--- src/rtl/cpu_clock_controller.sv ---
// cpu_clock_controller
// Run / single-step / halt control for the processor clock. A free-running
// divider produces a tick every DIVIDER cycles; the mode FSM decides whether
// a tick becomes a one-cycle clock-enable pulse for the core. Delivered
// pulses are counted in out_cycle_count.
//
// Handshake note: there is no valid/ready pair on this block. out_clk_en is a
// registered single-cycle strobe; the core must act on every cycle in which
// it is high. in_halt is a level sampled on every in_clk edge.
module cpu_clock_controller #(
  parameter int DIVIDER  = 4,
  parameter int DEBOUNCE = 16,
  parameter int COUNT_W  = 32
) (
  input  logic               in_clk,
  input  logic               in_rst_n,
  input  logic               in_run,
  input  logic               in_step,
  input  logic               in_halt,
  output logic               out_clk_en,
  output logic [1:0]         out_state,
  output logic [COUNT_W-1:0] out_cycle_count
);

  localparam int TW = (DIVIDER > 1) ? $clog2(DIVIDER) : 1;
  localparam int DW = $clog2(DEBOUNCE + 1);

  typedef enum logic [1:0] {
    S_IDLE   = 2'b00,
    S_RUN    = 2'b01,
    S_STEP   = 2'b10,
    S_HALTED = 2'b11
  } state_t;

  // Divider
  logic [TW-1:0] r_tick_cnt;
  logic          w_tick;

  // Synchronisers
  logic r_run_meta;
  logic r_run_s;
  logic r_step_meta;
  logic r_step_s;

  // Debounce
  logic [DW-1:0] r_db_cnt;
  logic          r_step_db;
  logic          r_step_req;
  logic          w_step_diff;
  logic          w_db_hit;

  // Mode control
  state_t               r_state;
  state_t               w_state_next;
  logic                 r_step_pend;
  logic                 w_step_pend_next;
  logic                 r_clk_en;
  logic                 w_clk_en_next;
  logic [COUNT_W-1:0]   r_cycle_count;

  assign w_tick = (r_tick_cnt == TW'(DIVIDER - 1));

  // Tick counter: free-running, never restarted by mode changes.
  always_ff @(posedge in_clk or negedge in_rst_n) begin
    if (!in_rst_n) begin
      r_tick_cnt <= '0;
    end else if (w_tick) begin
      r_tick_cnt <= '0;
    end else begin
      r_tick_cnt <= r_tick_cnt + 1'b1;
    end
  end

  // Two-flop synchronisers for the asynchronous run switch and step button.
  always_ff @(posedge in_clk or negedge in_rst_n) begin
    if (!in_rst_n) begin
      r_run_meta  <= 1'b0;
      r_run_s     <= 1'b0;
      r_step_meta <= 1'b0;
      r_step_s    <= 1'b0;
    end else begin
      r_run_meta  <= in_run;
      r_run_s     <= r_run_meta;
      r_step_meta <= in_step;
      r_step_s    <= r_step_meta;
    end
  end

  // The level flips on the DEBOUNCE-th consecutive sample that disagrees with it.
  assign w_step_diff = r_step_s ^ r_step_db;
  assign w_db_hit    = w_step_diff && (r_db_cnt == DW'(DEBOUNCE - 1));

  // Debounce counter, debounced level and its one-cycle rising-edge request.
  always_ff @(posedge in_clk or negedge in_rst_n) begin
    if (!in_rst_n) begin
      r_db_cnt   <= '0;
      r_step_db  <= 1'b0;
      r_step_req <= 1'b0;
    end else begin
      if (!w_step_diff || w_db_hit) begin
        r_db_cnt <= '0;
      end else begin
        r_db_cnt <= r_db_cnt + 1'b1;
      end
      if (w_db_hit) begin
        r_step_db <= ~r_step_db;
      end
      r_step_req <= w_db_hit & ~r_step_db;
    end
  end

  // Next state, pending-step bookkeeping and the next clock-enable value.
  always_comb begin
    w_state_next     = r_state;
    w_step_pend_next = r_step_pend;
    w_clk_en_next    = w_tick & (((r_state == S_RUN) & r_run_s & ~in_halt) |
                                 (r_state == S_STEP));
    case (r_state)
      S_IDLE: begin
        if (r_run_s) begin
          // Run wins; any pending step is thrown away.
          w_state_next     = S_RUN;
          w_step_pend_next = 1'b0;
        end else if (r_step_pend) begin
          // Pending step consumed; a simultaneous request is dropped.
          w_state_next     = S_STEP;
          w_step_pend_next = 1'b0;
        end else if (r_step_req) begin
          w_step_pend_next = 1'b1;
        end
      end
      S_RUN: begin
        if (in_halt) begin
          w_state_next = S_HALTED;
        end else if (!r_run_s) begin
          w_state_next = S_IDLE;
        end
      end
      S_STEP: begin
        if (w_tick) begin
          w_state_next = in_halt ? S_HALTED : S_IDLE;
        end
        if (r_step_req) begin
          w_step_pend_next = 1'b1;
        end
      end
      S_HALTED: begin
        if (!r_run_s) begin
          w_state_next = S_IDLE;
        end
      end
      default: begin
        w_state_next = S_IDLE;
      end
    endcase
  end

  // State register, pending flag, registered clock-enable and cycle counter.
  always_ff @(posedge in_clk or negedge in_rst_n) begin
    if (!in_rst_n) begin
      r_state       <= S_IDLE;
      r_step_pend   <= 1'b0;
      r_clk_en      <= 1'b0;
      r_cycle_count <= '0;
    end else begin
      r_state       <= w_state_next;
      r_step_pend   <= w_step_pend_next;
      r_clk_en      <= w_clk_en_next;
      r_cycle_count <= r_cycle_count + COUNT_W'(r_clk_en);
    end
  end

  assign out_clk_en      = r_clk_en;
  assign out_state       = r_state;
  assign out_cycle_count = r_cycle_count;

endmodule

--- config.mk ---
export PLATFORM = sky130hd
export DESIGN_NAME = cpu_clock_controller
export DESIGN_NICKNAME = d
export VERILOG_FILES = /design/src/rtl/cpu_clock_controller.sv
export SDC_FILE = /design/constraint.sdc
export NUM_CORES = 1
export LEC_CHECK = 0
export ABC_AREA = 1
export BUFFER_PORTS_ARGS = -buffer_cell sky130_fd_sc_hd__clkbuf_2
export CORE_MARGIN = 3
export CORE_UTILIZATION = 55
export CTS_CLUSTER_DIAMETER = 200
export DETAILED_ROUTE_END_ITERATION = 16
export PLACE_DENSITY = 0.87
export SLEW_MARGIN = 20
export SYNTH_ARGS = -nofsm -noshare
export SYNTH_HDL_FRONTEND = slang
export SYNTH_SLANG_ARGS = --single-unit
--- constraint.sdc ---
create_clock -name in_clk -period 2 [get_ports in_clk]
set_clock_uncertainty 0.1 [all_clocks]
set_input_delay 0.5 -clock in_clk [delete_from_list [all_inputs] [get_ports in_clk]]
set_output_delay 0.5 -clock in_clk [all_outputs]
set_load 0.1 [all_outputs]
* After elaboration in Yosys (flattened, before gate mapping) *
Index checks and enable logic that the tools add are counted.
W data, S select, Z words.

storage, ports and cells
  bits in registers = 49
  bits of input ports = 5
  output and inout port bits = 35
  logic and storage cells = 52

operators by class
  $add $sub $neg = 3
  equality and inequality tests = 8
  muxes and demuxes = 14
  bitwise gates (word level) = 8
  reduce and logical (&&, ||, !) cells = 7

operators with widths
  kind                   number
  $add A32 B1 Y32        1
  $mux W2                7
  $pmux W2 S4            1
  $eq A2 B2 Y1 const B   3
  $add A5 B1 Y5 const B  1
  $eq A5 B4 Y1 const B   1
  $mux W5                1
  $and A1 B1 Y1          4
  $mux W1                4
  $ne A2 B2 Y1 const B   2
  $reduce_and A2 Y1      2
  $ne A3 B3 Y1 const B   1
  $add A2 B1 Y2 const B  1
  $eq A2 B1 Y1 const B   1
  $logic_not A2 Y1       1
  $not A1 Y1             2
  $pmux W1 S2            1
  $reduce_bool A2 Y1     1
  $logic_and A1 B1 Y1    1
  $logic_not A1 Y1       1
  $logic_or A1 B1 Y1     1
  $or A1 B1 Y1           1
  $xor A1 B1 Y1          1

* Depth between registers and ports, before layout *
Gate-level depths: netlist of the first run.

  depth in word-level cells = 5
  mapped depth = 9
  depth with buffers taken out = 9

* Worst setup path before layout of the first run *
Ideal clock, no wire load.

  path type = flip-flop to flip-flop
  start = register r_cycle_count[0] (netlist: out_cycle_count[0])
  end = register r_cycle_count[26] (netlist: out_cycle_count[26])
  setup time = 0.122 ns
  data arrival time = 2.092 ns
  data required time = 1.778 ns
  setup slack = -0.314 ns
  stages on the path, launching flop included = 10
  path buffers = 0
  period minus slack after synthesis = 2.314 ns
  path through = dfrtp_1 > ha_1 > ha_1 > nand2_1 > nor2_2 > nand2_2 > nor2_1 > nand2_1 > nand2_1 > nand2_1

on the way
  word-level cells in the longest chain between the ends = 1

RTL lines
  what                    RTL line  source
  from (decl)             59        logic [COUNT_W-1:0] r_cycle_count;
  from (signal assigned)  169       r_cycle_count <= r_cycle_count + COUNT_W'(r_clk_en);
  $add A32 B1 Y32         169

No other way between the ends.
A chain may end at the register's enable or synchronous reset.

* Final worst setup path of the first run *
  start = register r_cycle_count[27] (netlist: out_cycle_count[27])
  end = output port out_cycle_count[27]

RTL lines
  what       RTL line  source
  to (decl)  22        output logic [COUNT_W-1:0] out_cycle_count

No word-level cell between the ends.

==> results.py, run 1 <==
metrics = {
    "timing": {
        "tns_ns": 0,
        "worst_pin_slew_ns": 0.650,
        "max_freq_ghz": 0.534,
        "finalWorstSetupSlack_ns": 0.129,
        "hold_viol": 0,
        "final_max_slew_viol_count": 0,
        "finalCritPeriodShare": 0.936,
        "setup_violations": 0,
        "period_needed_ns": 1.87,
        "maxSlewHeadroom": 0.567,
        "rsz0062_at_grt": "false",
    },
    "synth": {
        "ys_seq_area_frac": 0.501,
        "syn_area_per_cell_um2": 8.13,
        "synth.area.top_cells": "dfrtp_1, nand2_1, nor2_1, inv_1, xor2_1",
        "ys_ff_latch": 49,
        "synthesis.nets": 312,
        "syn_area_um2": 2450,
        "yosysUniqueCellTypes": 19,
        "synth_top_cell_area_share": 0.501,
        "syn_inst": 301,
        "yosys_warnings": 0,
        "synth_top_cell_by_area": "dfrtp_1",
    },
    "setup_path": {
        "crit_family": "buffers and inverters",
        "slowest_delay_ns": 0.50,
        "critPathKind": "register to output pin",
        "crit_buf_inv": 1,
        "worstSetupPathDepth": 1,
        "crit_path_end": "out_cycle_count[27]",
        "cp.arrival_ns": 1.27,
        "r2r_end": "out_cycle_count[26]",
        "r2r_start": "out_cycle_count[0]",
        "critPathMaxFanout": 6,
        "startpoint": "out_cycle_count[27]",
        "cpMaxStageDelayCell": "clkbuf_2",
        "crit_chain": "clkbuf_2",
        "endpoint_kind": "output pin",
        "r2r_slack_ns": 0.25,
        "start_kind": "register",
        "reg2reg_depth": 9,
        "cp.required_ns": 1.40,
    },
    "cells_and_area": {
        "nNetsFinal": 360,
        "layout_common_cells": "nand2_1, nor2_1, dfrtp_1, clkbuf_2, inv_1",
        "fillers": 338,
        "syn2layout_area_growth_pct": 16.6,
        "n_antenna_cell": 0,
        "final_common_cell": "nand2_1",
        "drive_gt1_frac": 0.197,
        "layoutNonFillerInstCount": 400,
    },
    "floorplan": {
        "die_y_um": 72.7,
        "pin_count": 40,
        "dieArea_um2": 5290,
        "fp.dieW_um": 72.7,
        "num_rows": 23,
        "initial_core_util": 0.591,
        "core_area_um2": 4140,
    },
    "global_route": {
        "antenna_found_initial": 0,
        "grt_usage": 0.209,
        "grt_max_degree": 27,
        "gr-total-overflow": 0,
        "grt_pass1_vias": 1989,
        "grt_pass1_wl_um": 8670,
    },
    "clock_network": {
        "cts.htree.levels": 2,
        "numCtsBuffers": 5,
        "path_clk_slew_ns": 0.10,
        "clk_latency_ns": 0.31,
        "clockRootBuffer": "clkbuf_8",
        "cts_setup_buffers": 0,
        "cts_resized": 0,
        "cts.sinks": 49,
        "clk_path_buf_depth": 2,
        "cts_tree": "built",
        "cts_hold_buf": 0,
    },
    "place": {
        "portBuffers": 39,
        "gp_congestion": 0.891,
        "place_inst": 392,
        "place_ws_ns": 0.265,
        "hpwl_um": 3890,
    },
    "run": {
        "maxCapViolCount": 0,
    },
    "route": {
        "first_pass_iters": 4,
        "vias": 2035,
        "wl_um": 5060,
        "wl_per_cell_um": 12.6,
        "drtAntennaViolNets": 0,
        "drt-initial-drc-count": 137,
        "drc": 0,
        "drt-vias-per-instance": 5.09,
    },
    "outcome": {
        "status": "completed",
    },
    "power_and_ir_drop": {
        "power.leakage_nw": 1.41,
        "peakVddDrop_uv": 979,
        "power_density_nw_per_um2": 915,
    },
    "min_path": {
        "hp-class": "primary input to asynchronous set/reset pin",
    },
}
==> area by class of cell <==
cell class              instances  area, um^2  area share
inverters                      33         124      0.0434
repair buffers                 41         223      0.0780
well taps                      50        62.6      0.0219
clock buffers                   5        68.8      0.0241
multi-input cells             219        1100       0.384
flip-flops and latches         49        1230       0.433
clock inverters                 3        43.8      0.0153
==> cells by family after synthesis <==
family | Yosys count | synth area share
AO/OA/AOI/OAI | 8 | 0.0174
flip-flops | 49 | 0.501
adder cells (fa/ha/maj) | 6 | 0.0307
buffers and inverters | 33 | 0.0506
XOR/XNOR | 16 | 0.0603
AND/OR/NAND/NOR | 189 | 0.340
==> per-layer routing <==
layer	vias to the layer above	part of all wire	track usage
met5	-	0	0
met1	966	0.42	0.256
met3	6	0.064	0.0592
met2	52	0.51	0.358
li1	1011	-	-
met4	0	0.0091	0.0594
==> per-stage QoR <==
stage          hold slack (ns)  utilization  cell area, um^2  total power (W)
2_1_floorplan            0.104            -             2460          0.00178
3_3_place_gp             0.235        0.662             2740          0.00190
3_5_place_dp             0.244        0.662             2740          0.00192
4_1_cts                  0.115        0.689             2850          0.00263
5_1_grt                  0.134        0.689             2850          0.00271
6_report                0.0963        0.689             2850          0.00261
==> how the worst min path moves through the flow <==
| stage | start | end | slack, ns | depth (start not counted) |
|---|---|---|---|---|
| global route | in_rst_n | out_cycle_count[4] | 0.13 | 1 |
| global placement | r_run_meta | r_run_s | 0.23 | 0 |
| finish | in_rst_n | out_cycle_count[4] | 0.1 | 1 |
| floorplan | in_rst_n | out_cycle_count[10] | 0.10 | 0 |
| detailed placement | r_run_meta | r_run_s | 0.24 | 0 |
| CTS | in_rst_n | out_cycle_count[3] | 0.12 | 1 |
==> sequential cells by signal, indices dropped and copies added (netlist names) <==
name and count:
r_step_meta 1, r_db_cnt 5, r_run_meta 1, out_state 2, r_step_req 1, r_step_db 1
r_run_s 1, r_tick_cnt 2, r_step_s 1, r_step_pend 1, out_clk_en 1, out_cycle_count 32
==> Yosys cell counts <==
cell type / number
nand2_1: 104
dfrtp_1: 49
nor2_1: 46
inv_1: 33
nand3_1: 13
xor2_1: 9
nand3b_1: 7
ha_1: 6
nor2_2: 6
o21ai_0: 6
xnor2_1: 6
nand2_2: 5
nor2_4: 4
nor3_1: 2
a21oi_1: 1
nor2_8: 1
nor3b_1: 1
o21a_1: 1
xor2_2: 1
==> power breakdown <==
group / leakage [nW] / internal (W) / switching [W]
logic: 0.698 / 0.000113 / 0.000624
clock network: 0.0585 / 0.000375 / 0.000342
registers: 0.653 / 0.00107 / 0.0000860
(Power assumes the default switching activity.)
==> inputs of run 2 (changes only) <==
Settings changed: CORE_UTILIZATION 55 to 50, PLACE_DENSITY 0.87 to 0.81.
Clock period 2 ns to 2.3 ns, I/O delays scaled along.
==> run 2 against run 1 <==
  * Largest power group unchanged
  * Worst hold slack worse by 0.021 ns
  * Highest routed layer unchanged
  * Setup slack better by 0.24 ns
  * Cell count is 3.5% higher
  * Non-clock buffer count is 1 lower
  * Power is 18% lower
==> results.py, run 2 (synthesis results as in run 1) <==
metrics = {
    "cells_and_area": {
        "largest_reg_flops": 32,
        "finalInstanceArea_um2": 2830,
        "layoutNonFillerInstCount": 414,
        "n_antenna_cell": 0,
        "syn2layout_area_growth_pct": 15.6,
        "fillers": 391,
        "nNetsFinal": 359,
        "final_common_cell": "nand2_1",
        "drive_gt1_frac": 0.186,
        "layout_common_cells": "nand2_1, dfrtp_1, nor2_1, clkbuf_2, inv_1",
    },
    "timing": {
        "maxSlewHeadroom": 0.633,
        "max_freq_ghz": 0.518,
        "finalWorstSetupSlack_ns": 0.370,
        "hold_viol": 0,
        "rsz0062_at_grt": "false",
        "tns_ns": 0,
        "worst_pin_slew_ns": 0.552,
        "finalCritPeriodShare": 0.839,
        "whs_ns": 0.0749,
        "period_needed_ns": 1.93,
        "setup_violations": 0,
        "final_max_slew_viol_count": 0,
    },
    "setup_path": {
        "critPathMaxFanout": 4,
        "cpMaxStageDelayCell": "clkbuf_2",
        "crit_family": "buffers and inverters",
        "slowest_delay_ns": 0.50,
        "critPathKind": "register to output pin",
        "cp.required_ns": 1.62,
        "cp.arrival_ns": 1.25,
        "crit_buf_inv": 1,
        "crit_chain": "clkbuf_2",
        "endpoint_kind": "output pin",
        "start_kind": "register",
    },
    "clock_network": {
        "cts_hold_buf": 0,
        "numCtsBuffers": 5,
        "clk_latency_ns": 0.30,
        "cts.htree.levels": 2,
        "clk_path_buf_depth": 2,
        "cts_setup_buffers": 0,
        "clockRootBuffer": "clkbuf_8",
        "cts_resized": 0,
        "cts.sinks": 49,
        "path_clk_slew_ns": 0.09,
        "cts_tree": "built",
    },
    "floorplan": {
        "fp.dieW_um": 76.0,
        "core_area_um2": 4530,
        "dieArea_um2": 5770,
        "num_rows": 24,
        "pin_count": 40,
        "die_y_um": 76.0,
        "initial_core_util": 0.540,
    },
    "route": {
        "drtAntennaViolNets": 0,
        "wl_per_cell_um": 12.3,
        "wl_um": 5080,
        "first_pass_iters": 4,
        "vias": 2018,
        "drt-initial-drc-count": 151,
        "drc": 0,
        "drt-vias-per-instance": 4.87,
    },
    "place": {
        "hpwl_um": 3960,
        "place_inst": 406,
        "place_ws_ns": 0.544,
        "gp_congestion": 0.904,
        "portBuffers": 39,
        "placed_area_um2": 2750,
    },
    "power_and_ir_drop": {
        "peakVddDrop_uv": 672,
        "power_density_nw_per_um2": 758,
        "power.leakage_nw": 1.39,
    },
    "min_path": {
        "hp-class": "primary input to asynchronous set/reset pin",
    },
    "global_route": {
        "gr-total-overflow": 0,
        "grt_usage": 0.188,
        "grt_max_degree": 36,
        "grt_pass1_wl_um": 8850,
        "antenna_found_initial": 0,
        "grt_pass1_vias": 1971,
    },
    "run": {
        "maxCapViolCount": 0,
    },
    "outcome": {
        "status": "completed",
    },
}
==> run 2: power breakdown <==
part	leakage, nW	switching, W	internal, W
registers	0.655	0.0000751	0.000926
clock network	0.0385	0.000286	0.000216
logic	0.693	0.000544	0.0000981
==> run 2: metal layers <==
layer  global-route usage  vias to the layer above  wire length, um
li1                     -                     1007                -
met1                0.229                      939             2180
met2                0.324                       63             2480
met3               0.0509                        9              329
met4               0.0598                        0               82
met5                    0                        -                0
==> run 2: worst paths after layout <==
path,from,endpoint,slack (ns),cells past startpoint
max,out_cycle_count[15],out_cycle_count[15],0.37,1
min,in_rst_n,out_cycle_count[9],0.07,1
max reg2reg,out_clk_en,out_cycle_count[30],0.53,9
min reg2reg,r_step_meta,r_step_s,0.26,0
max in group asynchronous,in_rst_n,out_cycle_count[0],1.51,2
min in group in_clk,r_step_meta,r_step_s,0.26,0
==> run 2: area by class of cell <==
class                   instances  area (um^2)  area share
clock buffers                   7         76.3      0.0270
well taps                      65         81.3      0.0287
clock inverters                 1         7.51     0.00265
flip-flops and latches         49         1230       0.434
multi-input cells             219         1100       0.388
repair buffers                 40          215      0.0760
inverters                      33          124      0.0438
==> run 2: per-stage QoR <==
step / util / power (W)
6_report: 0.624 / 0.00215
2_1_floorplan: - / 0.00154
4_1_cts: 0.624 / 0.00217
3_5_place_dp: 0.606 / 0.00167
3_3_place_gp: 0.606 / 0.00165
5_1_grt: 0.624 / 0.00224
==> inputs of run 3 (changes only) <==
Settings changed: PLACE_DENSITY 0.81 to 0.84.
Clock period 2.3 ns to 1.6 ns, I/O delays scaled along.
==> run 3 against run 2 <==
  * The flow now finishes with violations (negative setup slack)
  * Wire length is 8.6% higher
  * Setup slack got worse by 0.38 ns
  * Clock power up 54%
  * Sequential power rose by 54%
  * Flip-flop and latch count unchanged
  * Die area did not move
==> results.py, run 3 (synthesis results as in run 1) <==
metrics = {
    "outcome": {
        "status": "finished, violations left",
        "violations": "negative setup slack",
    },
    "timing": {
        "rsz0062_at_grt": "true",
        "max_freq_ghz": 0.622,
        "whs_ns": 0.0976,
        "hold_viol": 0,
        "worst_pin_slew_ns": 0.268,
        "finalCritPeriodShare": 1.00,
        "setup_violations": 1,
        "final_max_slew_viol_count": 0,
        "maxSlewHeadroom": 0.821,
        "finalWorstSetupSlack_ns": -0.00716,
        "period_needed_ns": 1.61,
    },
    "route": {
        "drt-vias-per-instance": 5.00,
        "vias": 2086,
        "first_pass_iters": 4,
        "wl_um": 5520,
        "drtAntennaViolNets": 0,
        "drt-initial-drc-count": 121,
        "drc": 0,
        "wl_per_cell_um": 13.2,
    },
    "setup_path": {
        "critPathMaxFanout": 3,
        "r2r_start": "out_clk_en",
        "crit_buf_inv": 2,
        "reg2reg_depth": 9,
        "critPathKind": "register to output pin",
        "worstSetupPathDepth": 2,
        "slowest_delay_ns": 0.51,
        "r2r_end": "out_cycle_count[30]",
        "r2r_slack_ns": 0,
        "cpMaxStageDelayCell": "dfrtp_4",
        "cp.arrival_ns": 1.11,
        "crit_chain": "buf_6 > buf_12",
        "start_kind": "register",
        "cp.required_ns": 1.10,
        "endpoint_kind": "output pin",
        "crit_family": "flip-flops",
    },
    "floorplan": {
        "pin_count": 40,
        "initial_core_util": 0.540,
        "die_y_um": 76.0,
        "dieArea_um2": 5770,
        "fp.dieW_um": 76.0,
        "num_rows": 24,
        "core_area_um2": 4530,
    },
    "cells_and_area": {
        "layout_common_cells": "nand2_1, nor2_1, buf_12, inv_1, dfrtp_2",
        "final_common_cell": "nand2_1",
        "largest_reg_flops": 32,
        "layoutNonFillerInstCount": 417,
        "drive_gt1_frac": 0.318,
        "nNetsFinal": 362,
        "syn2layout_area_growth_pct": 45.3,
        "n_antenna_cell": 0,
        "postLayoutCoreUtil": 0.784,
    },
    "place": {
        "place_ws_ns": -0.0118,
        "hpwl_um": 4100,
        "gp_congestion": 0.890,
        "portBuffers": 39,
        "place_inst": 406,
    },
    "min_path": {
        "hp-class": "primary input to register",
        "hold_path_end": "r_run_meta",
        "hold_path_depth": 1,
        "hp-start": "in_run",
    },
    "global_route": {
        "grt_usage": 0.194,
        "grt_max_degree": 50,
        "gr-total-overflow": 0,
        "antenna_found_initial": 0,
        "grt_pass1_wl_um": 9000,
        "grt_pass1_vias": 1985,
    },
    "clock_network": {
        "clk_path_buf_depth": 2,
        "cts_tree": "built",
        "clk_latency_ns": 0.31,
        "path_clk_slew_ns": 0.09,
        "clockRootBuffer": "clkbuf_8",
        "numCtsBuffers": 5,
        "cts.sinks": 49,
        "cts.htree.levels": 2,
    },
    "power_and_ir_drop": {
        "peakVddDrop_uv": 1060,
        "power.leakage_nw": 1.53,
        "power_density_nw_per_um2": 995,
        "total_power_w": 0.00354,
    },
    "run": {
        "maxCapViolCount": 0,
    },
}
[run 3: worst register-to-register path, cell delays in order, from the launching register on]
cell and delay, ns:
dfrtp_4 0.46, ha_4 0.15, ha_4 0.15, nand2_4 0.05, nor2_4 0.14, nand2_2 0.10
nor2_4 0.14, nand2_1 0.08, nand2_1 0.07, nand2_1 0.05
[run 3: cell type report]
type / instances / area [um^2]
clock buffer: 6 / 82.6
sequential: 49 / 1310
timing repair buffer: 43 / 769
fill: 267 / 977
clock inverter: 2 / 13.8
multi-input combinational: 219 / 1180
tap: 65 / 81.3
inverter: 33 / 124
[run 3: per-layer routing]
layer / global-route usage / share of wire / vias to the layer above
met4: 0.0725 / 0.022 / 0
met2: 0.344 / 0.51 / 60
met5: 0 / 0 / -
li1: - / - / 1017
met3: 0.0450 / 0.054 / 12
met1: 0.229 / 0.41 / 997
[run 3: how the worst max path moves through the flow]
stage	startpoint	endpoint	slack, ns
after floorplan	out_cycle_count[0]	out_cycle_count[22]	-0.15
after global placement	out_cycle_count[0]	out_cycle_count[30]	0.06
after detailed placement	out_cycle_count[0]	out_cycle_count[20]	-0.01
after CTS	out_cycle_count[0]	out_cycle_count[30]	-0.02
after global routing	out_clk_en	out_cycle_count[30]	-0.09
final	out_cycle_count[0]	out_cycle_count[0]	-0.007
[run 3: report_power, final]
part           switching [W]  internal [W]  leakage (nW)
logic               0.000799      0.000424         0.884
clock network       0.000422      0.000351        0.0512
registers           0.000171       0.00137         0.600
[run 3: metrics by stage]
step	instance area, um^2	setup TNS (ns)
global placement	3400	0
floorplan	2570	-1.14
CTS	3510	-0.0177
finish	3560	-0.00716
global route	3560	-0.293
detailed placement	3400	-0.0118
[run 3: repair_timing]
action | CTS | global route
hold endpoints to repair | 49 | 0
hold buffers | 1 | 0
setup endpoints to repair | 4 | 15
gates resized for setup | 2 | 8
pin swaps | 3 | 2
buffers inserted | 0 | 2
